**config.mk**
```make
export PLATFORM = sky130hd
export DESIGN_NAME = led_color_mixer_flat
export DESIGN_NICKNAME = d
export VERILOG_FILES = /design/src/rtl/led_color_mixer_if.sv /design/src/rtl/led_color_mixer.sv /design/src/flat_wrapper.sv
export SDC_FILE = /design/constraint.sdc
export NUM_CORES = 1
export LEC_CHECK = 0
export CORE_MARGIN = 3
export CORE_UTILIZATION = 45
export DETAILED_ROUTE_END_ITERATION = 10
export HOLD_SLACK_MARGIN = 0.03
export PLACE_DENSITY_LB_ADDON = 0.05
export SLEW_MARGIN = 20
export SYNTH_ARGS = -nofsm -noshare
export SYNTH_HDL_FRONTEND = slang
export SYNTH_SLANG_ARGS = --single-unit
```
**constraint.sdc**
```tcl
create_clock -name clk -period 1.8 [get_ports clk]
set_input_delay 0.27 -clock clk [delete_from_list [all_inputs] [get_ports clk]]
set_output_delay 0.27 -clock clk [all_outputs]
set_load 0.005 [all_outputs]
```
**src/rtl/led_color_mixer_if.sv**
```systemverilog
// ---------------------------------------------------------------------------
// led_color_mixer_if
// Bundles the pattern/button/control inputs and the LED/selection outputs of
// led_color_mixer.
//   i_led    : pattern word to display (N_LEDS)
//   i_btn    : raw colour buttons, asynchronous level (N_COLORS)
//   i_mode   : 0 = exclusive selection, 1 = mix (toggle per colour)
//   i_clear  : deselect all colours (synchronous level)
//   i_duty   : PWM brightness, on-time = i_duty / 2^PWM_BITS
//   o_sel    : selected-colour mask
//   o_active : any colour selected
//   o_led    : LED banks, bank c at [c*N_LEDS +: N_LEDS]
// master = the driver of the pattern/buttons, slave = the mixer.
// ---------------------------------------------------------------------------
interface led_color_mixer_if #(
  parameter int N_LEDS   = 4,
  parameter int N_COLORS = 3,
  parameter int PWM_BITS = 4
);
  logic [N_LEDS-1:0]          i_led;
  logic [N_COLORS-1:0]        i_btn;
  logic                       i_mode;
  logic                       i_clear;
  logic [PWM_BITS-1:0]        i_duty;
  logic [N_COLORS-1:0]        o_sel;
  logic                       o_active;
  logic [N_COLORS*N_LEDS-1:0] o_led;

  modport master (
    output i_led, i_btn, i_mode, i_clear, i_duty,
    input  o_sel, o_active, o_led
  );

  modport slave (
    input  i_led, i_btn, i_mode, i_clear, i_duty,
    output o_sel, o_active, o_led
  );
endinterface

```
**src/rtl/led_color_mixer.sv**
```systemverilog
// ---------------------------------------------------------------------------
// led_color_mixer
// Routes a pattern word onto one (exclusive mode) or several (mix mode) of
// N_COLORS LED colour banks, selected by synchronised, edge-detected colour
// buttons, and dims every active bank with a global PWM duty.
// Ports:
//   clk     : system clock
//   i_reset : asynchronous, active-high reset
//   bus     : led_color_mixer_if.slave (pattern, buttons, mode, clear,
//             duty in; selection mask, active flag, LED banks out)
// ---------------------------------------------------------------------------
module led_color_mixer #(
  parameter int N_LEDS   = 4,
  parameter int N_COLORS = 3,
  parameter int PWM_BITS = 4
) (
  input  logic              clk,
  input  logic              i_reset,
  led_color_mixer_if.slave  bus
);

  // One-hot of the lowest set bit of x (zero when x is zero).
  function automatic logic [N_COLORS-1:0] f_lowest_bit(input logic [N_COLORS-1:0] x);
    logic [N_COLORS-1:0] r;
    logic                found;
    r     = {N_COLORS{1'b0}};
    found = 1'b0;
    for (int i = 0; i < N_COLORS; i++) begin
      if (x[i] && !found) begin
        r[i]  = 1'b1;
        found = 1'b1;
      end else begin
        found = found;
      end
    end
    return r;
  endfunction

  logic [N_COLORS-1:0]        r_s1;
  logic [N_COLORS-1:0]        r_s2;
  logic [N_COLORS-1:0]        r_p;
  logic [N_COLORS-1:0]        r_sel;
  logic                       r_active;
  logic [PWM_BITS-1:0]        r_cnt;
  logic [N_COLORS*N_LEDS-1:0] r_led;

  logic [N_COLORS-1:0]        w_press;
  logic [N_COLORS-1:0]        w_sel_next;
  logic                       w_pwm_on;
  logic [N_COLORS*N_LEDS-1:0] w_led_next;

  // Rising edge of the synchronised button: one cycle wide, held buttons
  // produce a single event, releases are ignored.
  assign w_press  = r_s2 & ~r_p;
  assign w_pwm_on = (r_cnt < bus.i_duty);

  // Button synchroniser and previous-value history.
  always_ff @(posedge clk or posedge i_reset) begin
    if (i_reset) begin
      r_s1 <= {N_COLORS{1'b0}};
      r_s2 <= {N_COLORS{1'b0}};
      r_p  <= {N_COLORS{1'b0}};
    end else begin
      r_s1 <= bus.i_btn;
      r_s2 <= r_s1;
      r_p  <= r_s2;
    end
  end

  // Next selection: clear wins over presses; exclusive mode keeps at most one
  // bit (a multi-hot mask left over from mix mode collapses to its lowest
  // bit); mix mode toggles every pressed colour.
  always_comb begin
    w_sel_next = r_sel;
    if (bus.i_clear) begin
      w_sel_next = {N_COLORS{1'b0}};
    end else if (!bus.i_mode) begin
      if (|w_press) begin
        w_sel_next = f_lowest_bit(w_press);
      end else if (f_lowest_bit(r_sel) != r_sel) begin
        w_sel_next = f_lowest_bit(r_sel);
      end else begin
        w_sel_next = r_sel;
      end
    end else begin
      w_sel_next = r_sel ^ w_press;
    end
  end

  // Selection register and its registered any-selected flag.
  always_ff @(posedge clk or posedge i_reset) begin
    if (i_reset) begin
      r_sel    <= {N_COLORS{1'b0}};
      r_active <= 1'b0;
    end else begin
      r_sel    <= w_sel_next;
      r_active <= |w_sel_next;
    end
  end

  // Free-running PWM phase counter, wraps naturally at 2^PWM_BITS.
  always_ff @(posedge clk or posedge i_reset) begin
    if (i_reset) begin
      r_cnt <= {PWM_BITS{1'b0}};
    end else begin
      r_cnt <= r_cnt + PWM_BITS'(1);
    end
  end

  // Gate the pattern per bank with its selection bit and the PWM phase.
  always_comb begin
    w_led_next = {(N_COLORS*N_LEDS){1'b0}};
    for (int c = 0; c < N_COLORS; c++) begin
      w_led_next[c*N_LEDS +: N_LEDS] = bus.i_led & {N_LEDS{r_sel[c] & w_pwm_on}};
    end
  end

  // Registered LED bank outputs.
  always_ff @(posedge clk or posedge i_reset) begin
    if (i_reset) begin
      r_led <= {(N_COLORS*N_LEDS){1'b0}};
    end else begin
      r_led <= w_led_next;
    end
  end

  assign bus.o_sel    = r_sel;
  assign bus.o_active = r_active;
  assign bus.o_led    = r_led;

endmodule

```
**src/flat_wrapper.sv**
```systemverilog
// flat-port wrapper written by rule: the top's interface ports become plain ports
module led_color_mixer_flat 
#(
  parameter int N_LEDS   = 4,
  parameter int N_COLORS = 3,
  parameter int PWM_BITS = 4
)
  (clk, i_reset, bus_i_led, bus_i_btn, bus_i_mode, bus_i_clear, bus_i_duty, bus_o_sel, bus_o_active, bus_o_led);
  led_color_mixer_if #(.N_LEDS(N_LEDS), .N_COLORS(N_COLORS), .PWM_BITS(PWM_BITS)) bus_i ();
  input  logic clk;
  input  logic i_reset;
  input wire logic [$bits(bus_i.i_led)-1:0] bus_i_led;
  input wire logic [$bits(bus_i.i_btn)-1:0] bus_i_btn;
  input wire logic [$bits(bus_i.i_mode)-1:0] bus_i_mode;
  input wire logic [$bits(bus_i.i_clear)-1:0] bus_i_clear;
  input wire logic [$bits(bus_i.i_duty)-1:0] bus_i_duty;
  output wire logic [$bits(bus_i.o_sel)-1:0] bus_o_sel;
  output wire logic [$bits(bus_i.o_active)-1:0] bus_o_active;
  output wire logic [$bits(bus_i.o_led)-1:0] bus_o_led;
  assign bus_i.i_led = bus_i_led;
  assign bus_i.i_btn = bus_i_btn;
  assign bus_i.i_mode = bus_i_mode;
  assign bus_i.i_clear = bus_i_clear;
  assign bus_i.i_duty = bus_i_duty;
  assign bus_o_sel = bus_i.o_sel;
  assign bus_o_active = bus_i.o_active;
  assign bus_o_led = bus_i.o_led;
  led_color_mixer #(.N_LEDS(N_LEDS), .N_COLORS(N_COLORS), .PWM_BITS(PWM_BITS)) u_core (.clk(clk), .i_reset(i_reset), .bus(bus_i));
endmodule
```
### Word-level counts from Yosys, hierarchy flattened

Cells that the tools add are included.

* register bits after elaboration: 29
* memories: 0
* bits in latches: 0
* output and inout bits: 16
* word-level logic and storage cells: 74
* RAM bits: 0
* memory bits (read-only): 0

* multipliers: 0
* bitwise gates (word level): 9
* reduce and logical (&&, ||, !) cells: 14
* add/sub/neg operators: 1
* multiplexer cells: 41
* $lt $le $gt $ge: 1
* shift operators: 0
* eq/ne operators: 1
* div/mod/pow operators: 0

Operators with widths (count)
* 2-to-1 mux 1 bit: 37
* AND 4 bit: 3
* 2-to-1 mux 3 bit: 4
* logical AND 1 bit: 6
* zero test 1 bit: 6
* OR reduction 3 bit: 2
* adder 4 x 1 -> 4 bit (second input constant): 1
* < comparator 4 bit: 1
* AND 1 bit: 3
* AND 3 bit: 1
* != test 3 bit: 1
* inverter 3 bit: 1
* XOR 3 bit: 1

### Longest topological paths before layout

* word-level depth: 38
* depth in mapped cells: 5
* depth with buffers taken out: 5

### Least setup slack after synthesis

Ideal clock, no wire load.

* path kind: reg-to-reg
* start point: register u_core.r_p[1]
* end point: register u_core.r_active (netlist: u_core.bus.o_active)
* required time: 1669 ps
* arrival time: 1152 ps
* path buffers: 0
* slack: 516 ps
* stages on the path, launching flop included: 5
* setup time: 131 ps
* cells stage by stage: dfrtp_1 > and2b_1 > o211ai_1 > o2111a_1 > or3_1

* elaborated cells on any way between the ends: 17
* classes of those cells: 9 x mux; 3 x bitwise; 5 x reduce/logical

RTL lines
* from (decl): line led_color_mixer.sv:41 `logic [N_COLORS-1:0] r_p;`
* from (signal assigned): line led_color_mixer.sv:62 `r_p <= {N_COLORS{1'b0}};`
* from (signal assigned): line led_color_mixer.sv:66 `r_p <= r_s2;`
* inverter 3 bit: line led_color_mixer.sv:54 `assign w_press = r_s2 & ~r_p;`
* AND 3 bit: line led_color_mixer.sv:54
* OR reduction 3 bit: line led_color_mixer.sv:78 `if (|w_press) begin`
* 2-to-1 mux 3 bit: line led_color_mixer.sv:78
* 2-to-1 mux 3 bit: line led_color_mixer.sv:77 `end else if (!bus.i_mode) begin`
* 2-to-1 mux 3 bit: line led_color_mixer.sv:75 `if (bus.i_clear) begin`
* via u_core.w_sel_next[0]: line led_color_mixer.sv:48 `logic [N_COLORS-1:0] w_sel_next;`
* OR reduction 3 bit: line led_color_mixer.sv:97 `r_active <= |w_sel_next;`
* to (signal assigned): line led_color_mixer.sv:97
* to (decl): line led_color_mixer.sv:43 `logic r_active;`

The timed path passes the listed nets, and every way through them passes these cells. The select of a mux whose other input is x is not followed.

### Worst setup path after layout

* start point: register u_core.r_sel[0] (netlist: u_core.bus.o_sel[0])
* end point: output bus_o_sel[0]

RTL lines
* from (decl): line led_color_mixer.sv:42 `logic [N_COLORS-1:0] r_sel;`
* from (signal assigned): line led_color_mixer.sv:93 `r_sel <= {N_COLORS{1'b0}};`
* from (signal assigned): line led_color_mixer.sv:96 `r_sel <= w_sel_next;`
* to (decl): line flat_wrapper.sv:17 `output wire logic [$bits(bus_i.o_sel)-1:0] bus_o_sel;`

No word-level cell between the ends.

==> summary.md <==
| Metric | Value |
|---|---|
| Delay-heaviest family, CP | `buffers and inverters` |
| Final weighted congestion in routability-driven placement | `0.7692` |
| Iteration-0 DRC Markers | `7` |
| # hold bufs at CTS | `0` |
| RSZ-0062 raised after global routing | `no` |
| Dpl cells | `145` |
| Worst min-delay path category | `input pin to async pin` |
| Psw | `0.2991 mW` |
| Netlist cell types | `20` |
| CP Max Fanout | `6` |
| Pre-CTS WS | `0.07144 ns` |
| Initial antenna violation count | `0` |
| Setup TNS | `0 ns` |
| Total Routing Usage GR | `0.1523` |
| Highest cell delay on the worst timing path | `0.54 ns` |
| Post-CTS Resized | `0` |
| Ys async rst share | `1.000` |
| Critical Path RT | `1.53 ns` |
| Final setup vio count | `0` |
| Die Width | `54.93 um` |
| Worst slew pin tran | `0.3514 ns` |
| P_leak | `0.7167 nW` |
| Sw Share | `0.2480` |
| FF+latch count, synth | `29` |
| Commonest non-fill, non-tap cells in the layout | `clkdlybuf4s50_1 (30), dfrtp_1 (29), nor2_1 (14), inv_1 (8)` |
| Fin cells | `153` |
| Chip height | `54.93 um` |
| Crit path setup slack, layout | `0.1974 ns` |
| Die area | `3017 um2` |
| First-pass GRT wire length | `3.022 mm` |
| Util after Layout | `0.6639` |
| DP HPWL | `1.509 mm` |
| Inserted Diodes | `0` |
| Critical-path cell with the highest stage delay | `clkdlybuf4s50_1` |
| Clock power frac | `0.309` |
| Post-layout nets | `143` |
| Multi-input gate area | `321.6 um2` |
| Final worst path period share | `0.8903` |
| Setup CP Type | `flip-flop to output port` |
| Worst endpoint data arrival time | `1.33 ns` |
| Vias post-DR | `729` |
| Peak supply drop | `0.6179 mV` |
| # DRC | `0` |
| Post-synthesis sequential area ratio | `0.6736` |
| Synth Area per Inst | `12.67 um2` |
| Vias in the first global route | `664` |
| Starting density of the core | `0.4824` |
| Largest net degree at the start of global routing | `12` |
| CTS tree | `yes` |
| Overflow after GRT | `0` |
| Number of synthesized flops with an enable pin | `0` |
| Clock Latency Late Sink | `0.32 ns` |
| Max clock buf depth | `2` |
| Root Buffer | `clkbuf_4` |
| Int Pwr | `0.9068 mW` |
| Worst path cell trace | `clkdlybuf4s50_1` |
| Commonest non-fill, non-tap cell in the layout | `clkdlybuf4s50_1` |
| Fillers | `177` |
| Pre-Repair DR Iteration Count | `4` |
| Worst-path clk slew | `0.10 ns` |
| Worst path bufs/invs | `1` |
| Power Dens Cells | `813.3 nW/um2` |
| Synth Cell Area | `1077 um2` |
| Antenna viol nets, final | `0` |
| Startpoint types | `flip-flop` |
| Synth Warn # | `0` |
| Max-cap viol count | `0` |
| Status | `finished clean` |
| Slew Viols, Final | `0` |
| Cells after synthesis | `85` |
| CTS HTree Levels | `2` |
| Final min period | `1.603 ns` |
| Synth top area share | `0.6736` |
| FF+latch area | `725.7 um2` |
| Total CTS buffers | `5` |
| Synth Flop Type | `dfrtp_1` |
| Post-synth top area cell | `dfrtp_1` |
| Vias per cell | `4.765` |
| I/O Buffers | `30` |
| Logic pwr share | `0.116` |
| Seq pwr share | `0.575` |
| Area Overhead vs Synth | `37.63%` |
| FP Rows | `17` |
| CTS Sinks | `29` |
| Core ar. | `2233 um2` |
| Dominant cells by area after synthesis | `dfrtp_1 (67%), nor2_1 (4.9%), ha_1 (4.6%)` |
| Routed wire length | `1.914 mm` |
| Average wire per cell in the routed design | `12.51 um` |
| Ratio of cells with drive above 1 in the final layout | `0.1040` |
| Setup bufs post-CTS | `0` |
| Final hold violations | `0` |
| Syn_nets | `104` |
| Slew headroom | `0.7655` |
| Clk_skew | `0.01095 ns` |
| Endpoint class of the critical path | `output port` |
| Fmax | `624.0 MHz` |
| IO Pins | `31` |
## registers in the layout, indices dropped and copies added (netlist names)
name,count
u_core.r_s2,3
u_core.r_p,3
u_core.bus.o_led,12
u_core.r_cnt,4
u_core.bus.o_active,1
u_core.r_s1,3
u_core.bus.o_sel,3
## cell usage after synthesis (2+ instances only)
| library cell | number |
|---|---|
| dfrtp_1 | 29 |
| nor2_1 | 14 |
| inv_1 | 8 |
| nand2_1 | 5 |
| a21oi_1 | 4 |
| ha_1 | 4 |
| o21ai_1 | 3 |
| and2b_1 | 2 |
| nand2b_1 | 2 |
| nand3_1 | 2 |
| o211ai_1 | 2 |
| or3_1 | 2 |
## routing by layer
metal	track usage	vias up	wire length (um)
li1	-	359	-
met1	0.2062	342	864
met2	0.2087	23	895
met3	0.05630	5	117
met4	0.08502	0	36
met5	0	-	0
## layout make-up
cell class | count | area share
Timing Repair Buffer | 32 | 0.2127
Sequential cell | 29 | 0.4895
Clock inverter | 3 | 0.01181
Clock buffer | 5 | 0.02532
Tap cell | 28 | 0.02363
Multi-Input combinational cell | 48 | 0.2169
Inverter | 8 | 0.02025
## kinds of logic after synthesis
logic type	after synthesis	synth area share
xor+xnor	2	0.01626
simple gates	30	0.1394
buf+inv	8	0.02788
fa+ha+maj	4	0.04646
compound gates	12	0.09639
flops	29	0.6736
## power by group through the flow
stage	clock network, mW	registers (mW)	logic [mW]
global route	0.426	0.697	0.155
floorplan	0	0.706	0.0559
finish	0.373	0.694	0.139
CTS	0.384	0.695	0.142
detailed placement	0	0.708	0.141
global placement	0	0.707	0.139
## worst paths after layout
kind / startpoint / end / slack, ns / cells past startpoint
min reg2reg: u_core.r_s1[2] / u_core.r_s2[2] / 0.36 / 0
max reg2reg: u_core.r_p[1] / u_core.bus.o_active / 0.43 / 4
max: u_core.bus.o_sel[0] / bus_o_sel[0] / 0.20 / 1
max in group asynchronous: i_reset / u_core.bus.o_led[7] / 1.12 / 3
min in group clk: u_core.r_s1[2] / u_core.r_s2[2] / 0.36 / 0
min: i_reset / u_core.bus.o_sel[2] / 0.20 / 2
## per-stage QoR
step	hold WS (ns)	power [mW]	instance area, um2
detailed placement	0.3424	0.8489	1428
CTS	0.1947	1.220	1483
global placement	0.3323	0.8459	1428
finish	0.1990	1.206	1483
floorplan	0.3014	0.7618	1077
global route	0.2188	1.278	1483
No activity file was read; power rests on OpenSTA's default activity.
